`src/rtl/_shift_reg_en.sv`:
```
// _shift_reg_en: universal WIDTH-bit shift register with clock enable and saturating shift counter.
// Define SHIFT_REG_PARITY_EN to add a registered even-parity output par.
module _shift_reg_en #(
    parameter int             WIDTH     = 8,
    parameter logic [WIDTH-1:0] RESET_VAL = '0,
    localparam int            CNT_W     = $clog2(WIDTH + 1)
) (
    input  logic             clk,
    input  logic             reset_n,
    input  logic             en,
    input  logic [2:0]       mode,
    input  logic [WIDTH-1:0] d,
    input  logic             si_l,
    input  logic             si_r,
    output logic [WIDTH-1:0] q,
    output logic             so_l,
    output logic             so_r,
    output logic [CNT_W-1:0] cnt,
    output logic             done
`ifdef SHIFT_REG_PARITY_EN
    ,
    output logic             par
`endif
);

    logic [WIDTH-1:0] data_q, data_d;
    logic [CNT_W-1:0] cnt_q, cnt_d;
    logic             shift, zero_cnt, full;

    assign full = cnt_q == CNT_W'(WIDTH);

    always_comb begin
        data_d   = data_q;
        shift    = 1'b0;
        zero_cnt = 1'b0;
        if (en) begin
            case (mode)
                3'b001:  begin data_d = d; zero_cnt = 1'b1; end
                3'b010:  begin data_d = {data_q[WIDTH-2:0], si_r}; shift = 1'b1; end
                3'b011:  begin data_d = {si_l, data_q[WIDTH-1:1]}; shift = 1'b1; end
                3'b100:  begin data_d = {data_q[WIDTH-2:0], data_q[WIDTH-1]}; shift = 1'b1; end
                3'b101:  begin data_d = {data_q[0], data_q[WIDTH-1:1]}; shift = 1'b1; end
                3'b110:  begin data_d = '0; zero_cnt = 1'b1; end
                default: data_d = data_q;
            endcase
        end
        cnt_d = zero_cnt ? '0 : (shift && !full) ? cnt_q + 1'b1 : cnt_q;
    end

    always_ff @(posedge clk or negedge reset_n) begin
        if (!reset_n) begin
            data_q <= RESET_VAL;
            cnt_q  <= '0;
        end else begin
            data_q <= data_d;
            cnt_q  <= cnt_d;
        end
    end

    assign q    = data_q;
    assign so_l = data_q[WIDTH-1];
    assign so_r = data_q[0];
    assign cnt  = cnt_q;
    assign done = full;

`ifdef SHIFT_REG_PARITY_EN
    logic par_q, par_d;

    // Parity follows the next data word so it lands on the same edge as q.
    always_comb par_d = ^data_d;

    always_ff @(posedge clk or negedge reset_n) begin
        if (!reset_n) par_q <= ^RESET_VAL;
        else          par_q <= par_d;
    end

    assign par = par_q;
`endif

endmodule

```
`config.mk`:
```
export PLATFORM = sky130hd
export DESIGN_NAME = _shift_reg_en
export DESIGN_NICKNAME = d
export VERILOG_FILES = /design/src/rtl/_shift_reg_en.sv
export SDC_FILE = /design/constraint.sdc
export NUM_CORES = 1
export LEC_CHECK = 0
export ABC_AREA = 1
export BUFFER_PORTS_ARGS = -buffer_cell sky130_fd_sc_hd__buf_4
export CAP_MARGIN = 20
export CORE_AREA = 4 4 50 52
export CTS_CLUSTER_SIZE = 30
export DETAILED_ROUTE_END_ITERATION = 10
export DIE_AREA = 0 0 54 56
export GPL_TIMING_DRIVEN = 0
export MAX_ROUTING_LAYER = met4
export PLACE_DENSITY = 0.74
export SLEW_MARGIN = 20
export SYNTH_ARGS = -nofsm -noshare
export SYNTH_HDL_FRONTEND = slang
export SYNTH_SLANG_ARGS = --single-unit
export TNS_END_PERCENT = 1
```
`constraint.sdc`:
```
create_clock -name clk -period 3.6 [get_ports clk]
set_input_delay 0.72 -clock clk [delete_from_list [all_inputs] [get_ports clk]]
set_output_delay 0.72 -clock clk [all_outputs]
set_load 0.005 [all_outputs]
```
-- Word level (Yosys, flattened, before mapping)
Index checks and enable logic that the tools add are counted.
- input bits: 16
- logic and storage cells: 24
- output and inout port bits: 15
- flip-flop bits (word level): 12
- add/subtract/negate cells: 1
- mux-type cells: 7
- equality and inequality tests: 7
- reduce and logical (&&, ||, !) cells: 7
- operators by type and width (operator ; number):
    $pmux W8 S6 ; 1
    $eq A3 B3 Y1 const B ; 3
    $mux W4 ; 2
    $eq A3 B2 Y1 const B ; 2
    $reduce_bool A6 Y1 ; 1
    $add A4 B1 Y4 const B ; 1
    $eq A4 B4 Y1 const B ; 1
    $mux W1 ; 4
    $reduce_or A4 Y1 ; 1
    $eq A3 B1 Y1 const B ; 1
    $reduce_and A2 Y1 ; 1
    $reduce_bool A2 Y1 ; 1
    $reduce_or A2 Y1 ; 1
    $logic_and A1 B1 Y1 ; 1
    $logic_not A1 Y1 ; 1

-- Logic depth before layout (Yosys ltp)
Gate-level depths: netlist of run 1.
- depth after elaboration: 7
- depth in mapped cells: 10
- mapped depth without buffers: 8

-- Worst setup path after synthesis of run 1
OpenSTA, ideal clock, no wires.
- path kind: input -> register
- start point: input mode[1]
- end point: register data_q[3] (netlist: q[3])
- data required time: 3.484 ns
- setup slack: 1.945 ns
- path buffers: 2
- data arrival time: 1.539 ns
- library setup time: 0.116 ns
- stages: 8
- cell sequence: buf_4 > o21ai_2 > nand3_4 > buf_6 > nor2_2 > nor2_1 > nand2_1 > nand2_1
- longest elaborated chain between the ends: 3
- elaborated cells on any way between the ends: 9
- those cells by class: eq/ne (6); mux (1); reduce/logical (2)
- RTL lines (item ; RTL line ; text):
    start: declaration ; 11 ; input logic [2:0] mode,
    $eq A3 B3 Y1, or another cell as far along ; 37 ; case (mode)
    $reduce_bool A6 Y1 (no source line) ; -- ;
    $reduce_and A2 Y1 (no source line) ; -- ;
    end signal: assignment ; 55 ; data_q <= data_d;
    end: declaration ; 26 ; logic [WIDTH-1:0] data_q, data_d;
Several ways; a longest one is shown, not always the timed one.
A chain may end at the register's enable or synchronous reset.

-- Worst setup path after layout of run 1
- start point: register cnt_q[0] (netlist: cnt[0])
- end point: output done
- longest elaborated chain between the ends: 1
- RTL lines (item ; RTL line ; text):
    start: declaration ; 27 ; logic [CNT_W-1:0] cnt_q, cnt_d;
    start signal: assignment ; 56 ; cnt_q <= cnt_d;
    $eq A4 B4 Y1 ; 30 ; assign full = cnt_q == CNT_W'(WIDTH);
    end: declaration ; 19 ; output logic done
Every way passes these cells.

==> metrics, run 1 <==
Die X 54 um; Worst-Margin Slew 0.359 ns; post-route insts no fill 197; wire per inst 11.6 um; starting density of the core 46.9%; Pleak 0.685 nW; vias per std cell 4.99; Rel. slew slack 76.0%; # nets final 189; kind of end point of the critical path primary output; Seq/Total Area, Yosys 30.4%; num ports 31; Setup TNS Final 0 ns; Mapped Area 987 um^2; first-pass GRT wire length 3.88 mm; DR DRC count 0; largest net degree at the start of global routing 13; GR Util met2 28.2%; Layout Skew 0.00355 ns; CTS Sinks 12; Max Fanout on Critical Path 6; RSZ-0062 raised after global routing false; Max Cap Violations 0; # diodes 0; Final min period 2.02 ns; HP Class in2async; layout cells sized above 1 35.5%; Multi-input gate area 579 um^2; hold buffers post-CTS 0; post-cts gate resize count 0; Setup Viol. Count Final 0; r2r startpoint cnt[0]$_DFFE_PN0P_; Setup WS pre-CTS 1.82 ns; Final Hold Viols 0; dominant cells by area after synthesis dfrtp_1 30%, nand2_1 19%, nand3_1 8.1%; Global Route met1 Usage 20.4%; drt first-iter violations 13; critical path class reg2out; residual overflow from global routing 0; die area 0.00302 mm^2; Synth cell types 20; Clk pin slew, worst setup/hold paths 0.08 ns; H-tree depth 1; status complete, no violations; Die H 56 um; FF-to-FF setup slack 2.05 ns; HPWL Detailed 1.80 mm; Post-DRT Antenna Nets 0; PD cells 361 mW/mm^2; post-synth top area share 30.4%; fin worst setup slack 1.58 ns; initial antenna violation count 0; commonest non-fill, non-tap cell in the layout nand2_1; postcts setup bufs 0; GP Congestion 0.768; Row Count 17; storage element area 300 um^2; clk root buf clkbuf_4; Detailed Routing Iterations Pass 1 4; commonest non-fill, non-tap cells in the layout 50 x nand2_1, 31 x buf_4, 16 x nand3_1; WP data arrival 1.30 ns; Net Count, Synth 156; placed cells 194; critical path startpoint category flop; reg-to-reg endpoint cnt[0]$_DFFE_PN0P_; cell type with the largest total area after synthesis dfrtp_1; syn avg cell area 7.15 um^2; met3 Usage GRT 3.22%; Final Cycle Share 56.1%; WP data required 2.88 ns; number of fill cells in the layout 195; P&R area growth vs syn 27.1%; Core ar. 0.00211 mm^2; YS warnings 0; vias in the first global route 882; Detailed Route WL 2.28 mm; Post-Syn Instances 138; CTS Buf Count 3; Final Max Tran Viols 0; gr usage total 16.9%; flops & latches, synth 12; most crowded layer after global routing met2; Vias 983; Peak VDD IR 0.000242 V; Fmax achieved 495 MHz; R2R cell count 8; CTS tree done; port bufs 28; latest clock arrival within the worst-skew pair 0.27 ns; Max Root-Sink Buffers 2
[power breakdown]
| part | switching, mW | internal [mW] | total (mW) |
|---|---|---|---|
| clock network | 0.0449 | 0.0386 | 0.0835 |
| logic | 0.0830 | 0.0912 | 0.174 |
| registers | 0.0353 | 0.160 | 0.195 |
| total | 0.163 | 0.290 | 0.453 |
[how the worst max path moves through the flow]
stage	end	slack, ns	from
floorplan	q[3]$_DFFE_PN0P_	1.94	mode[1]
global placement	q[3]$_DFFE_PN0P_	1.85	mode[1]
detailed placement	q[4]$_DFFE_PN0P_	1.82	mode[1]
CTS	done	1.57	cnt[0]$_DFFE_PN0P_
global route	done	1.49	cnt[0]$_DFFE_PN0P_
finish	done	1.58	cnt[0]$_DFFE_PN0P_
[cell type report]
class	instances	share of cell area, %
Clock buffer	3	1.79
Timing Repair Buffer	28	16.7
Tap cell	28	2.79
Inverter	13	4.09
Sequential cell	12	23.9
Multi-Input combinational cell	107	46.2
Buffer	6	4.49
[cell usage after synthesis, drive strengths merged]
cell	number
xor2	1
nand2	55
buf	6
dfrtp	12
nor2	13
inv	13
ha	2
nand4	7
nand3	24
nand3b	3
o21ai	2
[sequential cells by signal (all words and copies together), names as in the netlist]
name / flops
cnt: 4
q: 8
[critical path, stage by stage, from the launching register on]
cell,delay [ns]
dfrtp_1,0.45
inv_1,0.11
ha_1,0.15
nand2_1,0.05
nor2_1,0.15
buf_4,0.14
[cell families (layout without fill, tap and decap cells)]
group / Yosys count / in the layout / synth area share (%)
adders and majority gates: 2 / 2 / 2.53
AOI/OAI and AO/OA: 2 / 2 / 1.39
buffers and inverters: 19 / 50 / 10.9
and+or+nand+nor: 102 / 102 / 53.9
DFF: 12 / 12 / 30.4
xor gates and xnor gates: 1 / 1 / 0.887
[layer usage]
| layer | part of all wire [%] | vias to the layer above |
|---|---|---|
| met5 | 0 | - |
| met4 | 0.88 | 0 |
| met3 | 4.4 | 4 |
| met2 | 51 | 20 |
| met1 | 44 | 456 |
| li1 | - | 503 |
[per-stage QoR]
step,hold WS [ns],power (mW),instance area [um^2],util [%]
floorplan,0.424,0.289,987,-
global placement,0.523,0.369,1230,58.5
detailed placement,0.533,0.375,1230,58.5
CTS,0.277,0.459,1250,59.6
global route,0.281,0.486,1250,59.6
finish,0.276,0.453,1250,59.6
Note: power is estimated with default switching activity, not from simulation.
==> inputs of run 2 (changes only) <==
Clock period 3.6 ns to 2.1 ns, I/O delays scaled along.
==> metrics, run 2 (synthesis gave the netlist of run 1 again) <==
residual overflow from global routing 0; highest-delay cell along the critical path dfrtp_1; Final Util 60.1%; CTS Buf Count 3; kind of end point of the critical path primary output; die area 0.00302 mm^2; Core ar. 0.00211 mm^2; Layout Skew 0.00434 ns; fin worst setup slack 0.380 ns; Max Fanout on Critical Path 6; layout cells sized above 1 35.3%; Final Max Tran Viols 0; Die X 54 um; latest clock arrival within the worst-skew pair 0.27 ns; Final Cycle Share 81.9%; starting density of the core 46.9%; Setup WS pre-CTS 0.569 ns; Clk pin slew, worst setup/hold paths 0.08 ns; HP Class in2reg; largest net degree at the start of global routing 13; RSZ-0062 raised after global routing false; commonest non-fill, non-tap cells in the layout 50 x nand2_1, 31 x buf_4, 16 x nand3_1; max incr delay on CP 0.45 ns; Area after DPL 0.00123 mm^2; Final min period 1.72 ns; cells along the critical path inv_1 > ha_1 > nand2_1 > nor2_1 > buf_4; status complete, no violations; drt first-iter violations 13; wire per inst 11.6 um; CTS tree done; max FFs per register 8; # nets final 190; Row Count 17; Pleak 0.690 nW; Detailed Routing Iterations Pass 1 4; CTS Sinks 12; initial antenna violation count 0; Worst-Margin Slew 0.359 ns; Rel. slew slack 76.0%; DR DRC count 0; Worst Hold Slack 0.452 ns; Setup Viol. Count Final 0; Vias 996; vias in the first global route 886; Final Hold Viols 0; vias per std cell 5.03; PD cells 616 mW/mm^2; num ports 31; gr usage total 17.0%; H-tree depth 1; critical path class reg2out; clk root buf clkbuf_4; Post-DRT Antenna Nets 0; Fmax achieved 581 MHz; Die H 56 um; first-pass GRT wire length 3.88 mm; HPWL Detailed 1.80 mm; Detailed Route WL 2.29 mm; # diodes 0; GP Congestion 0.768; design area 0.00126 mm^2; Max Cap Violations 0; Setup TNS Final 0 ns; Max Root-Sink Buffers 2; commonest non-fill, non-tap cell in the layout nand2_1; port bufs 28; critical path startpoint category flop; WP data required 1.68 ns; WP data arrival 1.30 ns; Peak VDD IR 0.000415 V; P&R area growth vs syn 28.1%
[run 2: cell types whose count changed in the layout (fill, tap and decap cells not counted), sizes merged]
cell / before / now
dlygate4sd3: 0 / 1
[run 2: per-stage QoR]
stage	std cells	power, mW
3_3_place_gp	194	0.633
6_report	198	0.779
5_1_grt	198	0.835
3_5_place_dp	194	0.643
4_1_cts	198	0.788
2_1_floorplan	138	0.496
[run 2: worst max-delay path: cells and delay by family, from the launching register on]
family / cells / cell delay, ns
AND/OR/NAND/NOR: 2 / 0.20
buffers and inverters: 2 / 0.25
flip-flops: 1 / 0.45
adder cells (fa/ha/maj): 1 / 0.15
[run 2: path summary, 6_finish.rpt]
kind | from | end | slack (ns) | depth (start not counted)
max | cnt[0]$_DFFE_PN0P_ | done | 0.38 | 5
min | d[0] | q[0]$_DFFE_PN0P_ | 0.45 | 5
max reg2reg | cnt[0]$_DFFE_PN0P_ | cnt[0]$_DFFE_PN0P_ | 0.55 | 8
min reg2reg | q[2]$_DFFE_PN0P_ | q[2]$_DFFE_PN0P_ | 0.55 | 2
max in group asynchronous | reset_n | q[6]$_DFFE_PN0P_ | 1.42 | 2
min in group asynchronous | reset_n | q[0]$_DFFE_PN0P_ | 0.52 | 2
[run 2: cell type report]
cell class | count | area [um^2]
clock buffer | 3 | 22.5
tap | 28 | 35.0
timing repair buffer | 29 | 220
buffer | 6 | 56.3
fill | 196 | 841
sequential | 12 | 300
multi-input combinational | 107 | 579
inverter | 13 | 51.3
[run 2: timing repair]
action	4_1_cts	5_1_grt
hold buffers	1	0
hold endpoints to repair	12	0
resized for setup	0	0
buffers inserted	0	0
[run 2: where the power goes]
group | switching [mW] | internal [mW]
sequential | 0.0605 | 0.274
combinational | 0.143 | 0.158
clock | 0.0775 | 0.0662
total | 0.281 | 0.498
[run 2: routing by layer]
| metal | global-route usage [%] | part of all wire, % | up-vias |
|---|---|---|---|
| met5 | - | 0 | - |
| met4 | 4.27 | 0.87 | 0 |
| met3 | 3.22 | 4.4 | 4 |
| met2 | 28.2 | 51 | 20 |
| met1 | 20.7 | 44 | 467 |
| li1 | - | - | 505 |
==> inputs of run 3 (changes only) <==
Settings changed: ABC_AREA 1 to 0, CORE_AREA 4 4 50 52 to 4 4 51 53, DIE_AREA 0 0 54 56 to 0 0 55 57, PLACE_DENSITY 0.74 to 0.75.
Clock period 2.1 ns to 1.7 ns, I/O delays scaled along.
==> metrics, run 3 <==
status complete, no violations; flops & latches, synth 12; drt first-iter violations 53; Die H 57 um; CTS Buf Count 3; P&R area growth vs syn 29.8%; Post-synth top cells 15 x a21oi_1, 14 x nor2_1, 13 x nand2_1; Final Hold Viols 0; Layout Skew 0.000420 ns; critical path startpoint category flop; Vias 1,103; Setup WS pre-CTS 0.173 ns; HPWL Detailed 2.00 mm; vias in the first global route 970; # diodes 0; WP data arrival 1.29 ns; Max Fanout on Critical Path 4; max FFs per register 8; storage element area 300 um^2; first-pass GRT wire length 4.46 mm; fin worst setup slack 0.0695 ns; Clk pwr share 18.7%; Max Cap Violations 0; Final min period 1.63 ns; internal power 821 uW; Async S/R FF share, synth 100%; Worst Hold Slack 0.432 ns; Net Count, Synth 153; CTS tree done; YS warnings 0; post-cts gate resize count 0; dominant cells by area after synthesis dfrtp_1 29%, a21oi_1 7.1%, mux2i_1 5.7%; syn avg cell area 7.79 um^2; Detailed Routing Iterations Pass 1 4; # nets final 190; GP Congestion 0.866; Net Sw Frac 36.4%; Clk pin slew, worst setup/hold paths 0.08 ns; Pleak 0.684 nW; num ports 31; HP Class in2async; residual overflow from global routing 0; commonest non-fill, non-tap cells in the layout 34 x buf_4, 15 x a21oi_1, 14 x nor2_1; clk root buf clkbuf_4; latest clock arrival within the worst-skew pair 0.28 ns; Setup TNS Final 0 ns; Fmax achieved 613 MHz; vias per std cell 5.54; Detailed Route WL 2.89 mm; Peak VDD IR 0.000624 V; Multi-input gate area 621 um^2; gr usage total 19.4%; Final Util 63.6%; largest net degree at the start of global routing 13; cell type with the largest total area after synthesis dfrtp_1; Sequential Power Share 36.7%; Die X 55 um; combinational share of power 44.6%; wire per inst 14.5 um; commonest non-fill, non-tap cell in the layout buf_4; Core ar. 0.00215 mm^2; Synth cell types 36; Final Max Tran Viols 0; Switch Pwr 469 uW; ys flop type dfrtp_1; Seq/Total Area, Yosys 28.5%; most common cell in the netlist a21oi_1; layout cells sized above 1 29.2%; Row Count 17; PD cells 944 mW/mm^2; Worst-Margin Slew 0.460 ns; DR DRC count 0; Mapped Area 0.00105 mm^2; post-synth top area share 28.5%; CTS Sinks 12; Final Cycle Share 95.9%; Setup Viol. Count Final 0; port bufs 27; Post-Syn Instances 135; die area 0.00314 mm^2; Post-DRT Antenna Nets 0; Rel. slew slack 69.3%; initial antenna violation count 0; starting density of the core 49.0%; Post-synth EDFFs 0; WP data required 1.36 ns; kind of end point of the critical path primary output; Max Root-Sink Buffers 2; H-tree depth 1; critical path class reg2out; number of fill cells in the layout 200
[run 3: cell count changes after synthesis, moves of 6 or more]
cell     change
nand2_1     -37
buf_2        +6
nand4_1      -6
a21oi_1     +15
nand3_2      -6
nand3_1     -11
mux2i_1      +6
o22ai_1      +9
[run 3: area by class of cell]
class	count	area share (%)
tap	28	2.56
timing repair buffer	32	17.8
sequential	12	22.0
multi-input combinational	98	45.4
inverter	11	3.02
buffer	14	6.59
clock buffer	4	2.66
[run 3: power groups by stage]
stage	clock, mW	sequential (mW)	combinational, mW
2_1_floorplan	0	0.459	0.309
3_3_place_gp	0	0.470	0.514
3_5_place_dp	0	0.478	0.530
4_1_cts	0.242	0.471	0.535
5_1_grt	0.254	0.485	0.645
6_report	0.242	0.473	0.576
[run 3: kinds of logic (layout without fill, tap and decap cells)]
kind of cell	after synthesis	after routing	synth area share, %
muxes	6	6	5.71
and+or+nand+nor	42	42	18.3
AOI/OAI and AO/OA	39	39	24.5
DFF	12	12	28.5
adders and majority gates	7	7	7.13
xor gates and xnor gates	4	4	3.33
buffers and inverters	25	61	12.5
[run 3: layer usage]
layer | part of all wire [%] | track usage, % | vias up
li1 | - | - | 541
met4 | 1.4 | 6.94 | 0
met2 | 47 | 27.2 | 47
met5 | 0 | - | -
met3 | 6.8 | 2.35 | 4
met1 | 45 | 28.3 | 511
[run 3: worst max-delay path, cell delays in order (launching register included)]
cell and delay [ns]:
dfrtp_1 0.39, inv_1 0.08, ha_1 0.20, nand3b_1 0.15, inv_1 0.07, buf_4 0.13
[run 3: through the flow]
step	std cells	total power [mW]	area (um^2)
final	199	1.29	1370
after global routing	199	1.38	1370
after detailed placement	190	1.01	1290
after CTS	195	1.25	1340
after floorplan	135	0.768	1050
after global placement	190	0.984	1290
[run 3: timing repair]
action                     in CTS  in global routing
setup endpoints to repair       0                  1
hold endpoints to repair       12                  0
hold buffers                    1                  0
setup buffers                   0                  4
[run 3: final timing paths]
| check | slack [ns] | to | depth (start not counted) | start |
|---|---|---|---|---|
| min in group clk | 0.44 | q[4]$_DFFE_PN0P_ | 4 | d[4] |
| max reg2reg | 0.30 | cnt[0]$_DFFE_PN0P_ | 7 | cnt[0]$_DFFE_PN0P_ |
| min reg2reg | 0.60 | cnt[3]$_DFFE_PN0P_ | 2 | cnt[3]$_DFFE_PN0P_ |
| min | 0.43 | q[6]$_DFFE_PN0P_ | 2 | reset_n |
| max in group asynchronous | 1.11 | q[2]$_DFFE_PN0P_ | 2 | reset_n |
| max | 0.07 | done | 5 | cnt[0]$_DFFE_PN0P_ |
